<file path="src/rtl/pipelined_tree_compare_solver.sv">
// pipelined_tree_compare_solver
//   Finds the minimum among the qualified channel values and a default value,
//   and reports which entry won. Entries are channels 0..CHANNEL_COUNT-1 plus
//   the default, which is entry CHANNEL_COUNT and is always valid. The entries
//   are reduced by a binary tree of compare nodes. A register stage follows
//   every REG_INTERVAL tree levels and always follows the last level. One
//   global stall signal freezes the whole pipeline, so bubbles are never
//   collapsed.
// Ports:
//   clk, reset_n        clock, synchronous active-low reset
//   default_value       fallback value (entry CHANNEL_COUNT)
//   values, valids      channel i occupies values[i*DATA_WIDTH +: DATA_WIDTH]
//   in_valid/in_ready   input handshake; in_ready is the global advance
//   result              minimum value
//   result_index        winning entry (CHANNEL_COUNT means the default won)
//   result_from_channel 1 when a channel, not the default, won
//   out_valid/out_ready output handshake

// One 2-input compare node. Entry a always carries lower original indices
// than entry b, so a wins on ties. An invalid entry always loses.
module ptcs_node #(
  parameter int DATA_WIDTH  = 8,
  parameter int INDEX_WIDTH = 3
) (
  input  logic [DATA_WIDTH-1:0]  a_val,
  input  logic [INDEX_WIDTH-1:0] a_idx,
  input  logic                   a_ok,
  input  logic [DATA_WIDTH-1:0]  b_val,
  input  logic [INDEX_WIDTH-1:0] b_idx,
  input  logic                   b_ok,
  output logic [DATA_WIDTH-1:0]  y_val,
  output logic [INDEX_WIDTH-1:0] y_idx,
  output logic                   y_ok
);
  logic take_b;
  assign take_b = b_ok && (!a_ok || (b_val < a_val));
  assign y_val  = take_b ? b_val : a_val;
  assign y_idx  = take_b ? b_idx : a_idx;
  assign y_ok   = a_ok || b_ok;
endmodule

module pipelined_tree_compare_solver #(
  parameter int DATA_WIDTH    = 8,
  parameter int CHANNEL_COUNT = 5,
  parameter int REG_INTERVAL  = 1,
  parameter int INDEX_WIDTH   = $clog2(CHANNEL_COUNT + 1)
) (
  input  logic                                clk,
  input  logic                                reset_n,
  input  logic [DATA_WIDTH-1:0]               default_value,
  input  logic [DATA_WIDTH*CHANNEL_COUNT-1:0] values,
  input  logic [CHANNEL_COUNT-1:0]            valids,
  input  logic                                in_valid,
  output logic                                in_ready,
  output logic [DATA_WIDTH-1:0]               result,
  output logic [INDEX_WIDTH-1:0]              result_index,
  output logic                                result_from_channel,
  output logic                                out_valid,
  input  logic                                out_ready
);
  localparam int N      = CHANNEL_COUNT + 1;
  localparam int LEVELS = ($clog2(N) < 1) ? 1 : $clog2(N);
  localparam int L      = (LEVELS + REG_INTERVAL - 1) / REG_INTERVAL;

  // Number of entries entering tree level l.
  function automatic int cnt(input int l);
    return (N + (1 << l) - 1) >> l;
  endfunction

  // Whether a register stage follows tree level l.
  function automatic bit is_reg(input int l);
    return (((l + 1) % REG_INTERVAL) == 0) || (l == LEVELS - 1);
  endfunction

  logic         advance;
  logic         accept;
  logic [L:1]   vld_pipe;

  // Global stall: everything moves together or nothing moves.
  assign advance   = !vld_pipe[L] || out_ready;
  assign in_ready  = advance;
  assign accept    = in_valid && advance;
  assign out_valid = vld_pipe[L];

  // Valid shift register; the cast drops the bit shifted out of the top.
  always_ff @(posedge clk) begin
    if (!reset_n)     vld_pipe <= '0;
    else if (advance) vld_pipe <= L'({vld_pipe, accept});
  end

  for (genvar l = 0; l < LEVELS; l++) begin : lv
    localparam int NI = cnt(l);
    localparam int NO = cnt(l + 1);

    logic [NI-1:0][DATA_WIDTH-1:0]  in_val;
    logic [NI-1:0][INDEX_WIDTH-1:0] in_idx;
    logic [NI-1:0]                  in_ok;
    logic [NO-1:0][DATA_WIDTH-1:0]  d_val;
    logic [NO-1:0][INDEX_WIDTH-1:0] d_idx;
    logic [NO-1:0]                  d_ok;
    logic [NO-1:0][DATA_WIDTH-1:0]  q_val;
    logic [NO-1:0][INDEX_WIDTH-1:0] q_idx;
    logic [NO-1:0]                  q_ok;

    if (l == 0) begin : src
      for (genvar i = 0; i < CHANNEL_COUNT; i++) begin : ch
        assign in_val[i] = values[i*DATA_WIDTH +: DATA_WIDTH];
        assign in_idx[i] = INDEX_WIDTH'(i);
        assign in_ok[i]  = valids[i];
      end
      assign in_val[CHANNEL_COUNT] = default_value;
      assign in_idx[CHANNEL_COUNT] = INDEX_WIDTH'(CHANNEL_COUNT);
      assign in_ok[CHANNEL_COUNT]  = 1'b1;
    end else begin : link
      assign in_val = lv[l-1].q_val;
      assign in_idx = lv[l-1].q_idx;
      assign in_ok  = lv[l-1].q_ok;
    end

    for (genvar j = 0; j < NO; j++) begin : nd
      if (2*j + 1 < NI) begin : cmp
        ptcs_node #(
          .DATA_WIDTH (DATA_WIDTH),
          .INDEX_WIDTH(INDEX_WIDTH)
        ) u_node (
          .a_val(in_val[2*j]),   .a_idx(in_idx[2*j]),   .a_ok(in_ok[2*j]),
          .b_val(in_val[2*j+1]), .b_idx(in_idx[2*j+1]), .b_ok(in_ok[2*j+1]),
          .y_val(d_val[j]),      .y_idx(d_idx[j]),      .y_ok(d_ok[j])
        );
      end else begin : pass
        // Odd entry out: rides through this level untouched.
        assign d_val[j] = in_val[2*j];
        assign d_idx[j] = in_idx[2*j];
        assign d_ok[j]  = in_ok[2*j];
      end
    end

    if (is_reg(l)) begin : pr
      always_ff @(posedge clk) begin
        if (!reset_n) begin
          q_val <= '0;
          q_idx <= '0;
          q_ok  <= '0;
        end else if (advance) begin
          q_val <= d_val;
          q_idx <= d_idx;
          q_ok  <= d_ok;
        end
      end
    end else begin : thru
      assign q_val = d_val;
      assign q_idx = d_idx;
      assign q_ok  = d_ok;
    end
  end

  assign result       = lv[LEVELS-1].q_val[0];
  assign result_index = lv[LEVELS-1].q_idx[0];
  // Gated by out_valid so the reset state reads 0 even though index 0 is a channel.
  assign result_from_channel = out_valid && lv[LEVELS-1].q_ok[0] &&
                               (result_index != INDEX_WIDTH'(CHANNEL_COUNT));
endmodule
</file>
<file path="config.mk">
export PLATFORM = sky130hd
export DESIGN_NAME = pipelined_tree_compare_solver
export DESIGN_NICKNAME = d
export VERILOG_FILES = /design/src/rtl/pipelined_tree_compare_solver.sv
export SDC_FILE = /design/constraint.sdc
export NUM_CORES = 1
export LEC_CHECK = 0
export ABC_AREA = 1
export BUFFER_PORTS_ARGS = -buffer_cell sky130_fd_sc_hd__buf_2
export CORE_MARGIN = 3
export CORE_UTILIZATION = 45
export DETAILED_ROUTE_END_ITERATION = 10
export PLACE_DENSITY = 0.66
export SLEW_MARGIN = 20
export SYNTH_ARGS = -nofsm -noshare
export SYNTH_HDL_FRONTEND = slang
export SYNTH_SLANG_ARGS = --single-unit
</file>
<file path="constraint.sdc">
create_clock -name clk -period 2.5 [get_ports clk]
set_clock_uncertainty 0.15 [all_clocks]
set_input_delay 0.5 -clock clk [delete_from_list [all_inputs] [get_ports clk]]
set_output_delay 0.5 -clock clk [all_outputs]
set_load 0.02 [all_outputs]
</file>
==> results.ini, run 1 <==
[grt]
grt_max_degree=72
grt_overflow=0
antenna_found_initial=0
grt_pass1_vias=3466
grt_first_pass_wirelength_um=15200
track_usage=0.179

[yosys]
ys_types=28
ys_seq_area_frac=0.322
synth-seq-cells=66
yosys_warnings=0
syn_nets=726
synth_area_um2=4110
syn_inst=634
avgSynthCellArea_um2=6.48

[routing]
antenna_left=0
vias_per_cell=4.80
wirelength_um=8940
drt_pass1_iterations=7
drt-initial-drc-count=170
wl_per_cell_um=11.1
dr_total_vias=3876
drc=0

[placement]
io_buffers=70
pre_cts_slack_ps=338
dpl-instance-area_um2=4520
place_inst=792
hpwl_um=6740
globalplace.congestion=0.818

[clock_network]
clock-sinks=66
clk_latency_ps=340
clk_path_buf_depth=2
cts_tree=built
clockRootBuffer=clkbuf_8
htree_levels=3
cts.repair.resized=0
cts_buffers=9
cts_setup_buffers=0
clkSlewWorstSetupHoldPaths_ps=70
cts_hold_buf=0

[job]
maxCapViolCount=0

[critical_path]
cp-end-kind=flip-flop
crit_type=reg2reg
worst_ep_arrival_time_ps=2080
crit_required_ps=2600
cpPeakStageDelay_ps=380
cpMaxStageDelayCell=dfxtp_1
cp_cell_sequence=inv_1 > ha_1 > a21oi_1 > nor2_1 > nor3_2 > nand2_2 > nand2_4 > nand2_4 > nand2_1 > nand3_1 > nand2_1 > inv_1
crit_fanout=11
r2r_slack_ps=520
cp-start-kind=flip-flop

[floorplan]
rows=34
ios=71
initial_utilization=0.467
coreArea_um2=8810
die_x_um=102
fp.dieH_um=102
dieArea_um2=10300

[power]
max-vdd-ir-drop_uv=280
power_mw=2.77
powerDensity_nw_per_um2=583
p_leak_nw=2.91

[sta]
setup_tns_ps=0
finalSetupViolations=0
period_minus_slack_ps=1980
rsz0062_at_grt=false
fin_ws_ps=522
hold_slack_ps=260
max_freq_ghz=0.505
fin_crit_sh=0.791
tightest_slew_ps=519
maxSlewHeadroom=0.654
hold_viol_final=0
drv_slew=0

[cells_and_area]
finish.instance_area_um2=4750
drive_above_1_share=0.167
n_fill_cell=887
multiInputGateArea_um2=2110
n_antenna_cell=0
final_nets=787
finalNonFillerCells=808
utilization=0.539
regArea_um2=1320
syn_to_final_growth_pct=15.5

[run_status]
outcome=complete, no violations

[min_path]
hold_class=in2reg

## synth_stat cells, drive strengths merged
master | n | area [um2]
dfxtp | 66 | 1320
buf | 9 | 68.8
o21bai | 2 | 15.0
nor3 | 8 | 45.0
ha | 35 | 438
nand2 | 147 | 602
nor2 | 36 | 138
inv | 142 | 533
o21a | 1 | 7.51
a21boi | 1 | 7.51
clkbuf | 18 | 67.6
nand3 | 86 | 435
nand4 | 1 | 6.26
o21ai | 62 | 310
dlymetal6s4s | 1 | 12.5
a21oi | 18 | 93.8
nand3b | 1 | 7.51
## critical path, delay by kind of cell, from the launching register on
family	cells	cell delay (ps)
simple gates	8	810
buf+inv	2	100
flops	1	380
compound gates	1	140
fa+ha+maj	1	310
## worst paths after layout
kind	start	to	depth (start not counted)
setup / recovery	lv[1].q_val[5]	result[0]	12
hold / removal	in_valid	vld_pipe[1]	3
setup reg to reg	lv[1].q_val[5]	result[0]	12
hold reg to reg	lv[1].q_val[8]	lv[1].q_val[8]	2
## layout by cell type (no fill, tap or decap), types with 3 or more instances in the layout
cell type and instances:
buf_2 70, dfxtp_1 66, nand3_1 85, o21ai_0 47, nand2_2 14, buf_4 7, nand2_1 131, a21oi_1 17
clkbuf_8 10, ha_1 35, nor2_1 35, nor3_1 7, inv_1 139, inv_2 3, o21ai_1 15
## flip-flops by register name, summed over array words and instances (netlist names)
name and count:
lv.q_val 40, result 8, lv.q_idx 6, lv.q_ok 6, result_index 3, vld_pipe 3
## power by group
group	total (mW)	switching (mW)	internal, mW
Combinational	0.562	0.333	0.229
Sequential	1.21	0.0702	1.14
Clock	0.998	0.408	0.590
Total	2.77	0.812	1.95
## per-layer routing
metal | vias to the layer above | track usage | part of all wire
met5 | - | 0 | 0
met4 | 0 | 0.0624 | 0.013
met3 | 9 | 0.0269 | 0.052
met2 | 96 | 0.275 | 0.43
met1 | 1685 | 0.257 | 0.51
li1 | 2086 | - | -
## cell type report
| type | instances | share of cell area |
|---|---|---|
| clock buffers | 10 | 0.0290 |
| repair buffers | 78 | 0.0891 |
| well taps | 108 | 0.0285 |
| multi-input cells | 398 | 0.444 |
| flip-flops and latches | 66 | 0.278 |
| inverters | 142 | 0.112 |
| clock inverters | 6 | 0.0190 |
## kinds of logic (layout without fill, tap and decap cells)
kind of cell	Yosys count	in the layout	synth area share
and+or+nand+nor	279	279	0.300
buffers and inverters	170	236	0.166
AOI/OAI and AO/OA	84	84	0.106
DFF	66	66	0.322
adders and majority gates	35	35	0.107
(Power assumes the default switching activity.)
==> run 2: changes to the inputs <==
==> constraint.sdc (replaced) <==
create_clock -name clk -period 1.9 [get_ports clk]
set_clock_uncertainty 0.15 [all_clocks]
set_input_delay 0.38 -clock clk [delete_from_list [all_inputs] [get_ports clk]]
set_output_delay 0.38 -clock clk [all_outputs]
set_load 0.02 [all_outputs]
==> results.ini, run 2 (synthesis gave the netlist of run 1 again) <==
[routing]
wl_per_cell_um=11.3  ; was 11.1 um
drt_pass1_iterations=5  ; was 7
vias_per_cell=4.73  ; was 4.80
antenna_left=0  ; unchanged
dr_total_vias=3943  ; was 3876
drt-initial-drc-count=145  ; was 170
drc=0  ; unchanged
wirelength_um=9460  ; was 8940 um

[grt]
antenna_found_initial=0  ; unchanged
grt_pass1_vias=3554  ; was 3466
track_usage=0.190  ; was 0.179
grt_overflow=0  ; unchanged
grt_first_pass_wirelength_um=15900  ; was 15200 um
grt_max_degree=46  ; was 72

[job]
maxCapViolCount=0  ; unchanged

[cells_and_area]
finish.instance_area_um2=5040  ; was 4750 um2
syn_to_final_growth_pct=22.7  ; was 15.5%
n_antenna_cell=0  ; unchanged
final_common_cell=inv_1  ; unchanged
final_nets=813  ; was 787
largest_reg_flops=40  ; unchanged
largest_register=lv.q_val  ; unchanged
layout_common_cells=inv_1, nand2_1, nand3_1, buf_2, dfxtp_1  ; unchanged
drive_above_1_share=0.226  ; was 0.167
n_fill_cell=866  ; was 887

[sta]
finalSetupViolations=0  ; unchanged
hold_viol_final=0  ; unchanged
drv_slew=0  ; unchanged
maxSlewHeadroom=0.733  ; was 0.654
max_freq_ghz=0.545  ; was 0.505 GHz
period_minus_slack_ps=1840  ; was 1980 ps
fin_crit_sh=0.966  ; was 0.791
rsz0062_at_grt=true  ; was false
tightest_slew_ps=400  ; was 519 ps

[critical_path]
cp_cell_sequence=inv_1 > ha_1 > a21oi_1 > nand2_1 > nand2_1 > nand2_1 > nand2_2 > buf_6 > nand3_1 > nand3_2 > nand2_1 > inv_1  ; was inv_1 > ha_1 > a21oi_1 > nor2_1 > nor3_2 > nand2_2 > nand2_4 > nand2_4 > nand2_1 > nand3_1 > nand2_1 > inv_1
crit_required_ps=2040  ; was 2600 ps
cpPeakStageDelay_ps=360  ; was 380 ps
cpMaxStageDelayCell=dfxtp_2  ; was dfxtp_1
cp-end-kind=flip-flop  ; unchanged
cpMostUsedCell=nand2_1
crit_type=reg2reg  ; unchanged
worst_ep_arrival_time_ps=1980  ; was 2080 ps
crit_fanout=10  ; was 11
cp-start-kind=flip-flop  ; unchanged

[power]
p_leak_nw=3.06  ; was 2.91 nW
max-vdd-ir-drop_uv=332  ; was 280 uV
power_mw=3.80  ; was 2.77 mW
powerDensity_nw_per_um2=752  ; was 583 nW/um2

[floorplan]
dieArea_um2=10300  ; unchanged
ios=71  ; unchanged
initial_utilization=0.467  ; unchanged
coreArea_um2=8810  ; unchanged
die_x_um=102  ; unchanged
fp.dieH_um=102  ; unchanged
rows=34  ; unchanged

[placement]
globalplace.congestion=0.865  ; was 0.818
io_buffers=70  ; unchanged
dpl-instance-area_um2=4720  ; was 4520 um2
hpwl_um=7110  ; was 6740 um

[clock_network]
clk_path_buf_depth=2  ; unchanged
clockRootBuffer=clkbuf_8  ; unchanged
cts_buffers=9  ; unchanged
clock-sinks=66  ; unchanged
htree_levels=3  ; unchanged
cts_hold_buf=0  ; unchanged
cts_tree=built  ; unchanged
clk_latency_ps=350  ; was 340 ps
clkSlewWorstSetupHoldPaths_ps=80  ; was 70 ps

[run_status]
outcome=complete, no violations  ; unchanged

[min_path]
hold_class=in2reg  ; unchanged

[run 2: critical path, delay by kind of cell (launching register included)]
kind                       cells  cell delay (ps)
AOI/OAI and AO/OA              1              170
adders and majority gates      1              300
buffers and inverters          3              230
and+or+nand+nor                7              560
DFF                            1              360
[run 2: layout make-up]
class                      instances  area (um2)  area share
tap                              108         135      0.0268
clock buffer                       9         124      0.0246
clock inverter                     7         101      0.0201
sequential                        66        1330       0.264
inverter                         142         533       0.106
multi-input combinational        398        2180       0.432
timing repair buffer             104         638       0.127
[run 2: timing repair]
item,CTS,global route
endpoints found under the hold margin,0,0
setup buffers,0,1
resized for setup,2,23
setup endpoints to repair,3,19
pin swaps,0,3
[run 2: metrics by stage]
| step | setup WS, ps | setup TNS [ps] | util | hold slack (ps) | cells |
|---|---|---|---|---|---|
| 2_1_floorplan | 127 | 0 | - | 287 | 634 |
| 3_3_place_gp | 20.3 | 0 | 0.536 | 307 | 817 |
| 3_5_place_dp | -30.5 | -90.3 | 0.536 | 308 | 817 |
| 4_1_cts | 15.1 | 0 | 0.562 | 136 | 833 |
| 5_1_grt | -7.37 | -12.5 | 0.573 | 172 | 834 |
| 6_report | 64.5 | 0 | 0.573 | 140 | 834 |
[run 2: routing by layer]
metal | vias up | wire (um) | GRT usage
met2 | 92 | 4010 | 0.285
met5 | - | 0 | 0
met1 | 1704 | 4910 | 0.271
met4 | 0 | 169 | 0.0787
met3 | 14 | 369 | 0.0275
li1 | 2133 | - | -
[run 2: final timing paths]
| check | startpoint | end | slack [ps] | cells after the start |
|---|---|---|---|---|
| worst max-delay path | lv[0].q_val[3] | lv[1].q_val[7] | 60 | 12 |
| worst min-delay path | in_valid | vld_pipe[1] | 140 | 3 |
| worst max register to register | lv[0].q_val[3] | lv[1].q_val[7] | 60 | 12 |
| worst min register to register | lv[0].q_ok[2] | lv[1].q_ok[1] | 330 | 2 |
[run 2: where the power goes]
group	internal, mW	leakage, nW	switching, mW
Clock	0.750	0.106	0.602
Combinational	0.376	2.40	0.489
Sequential	1.50	0.549	0.0815
Total	2.62	3.06	1.17
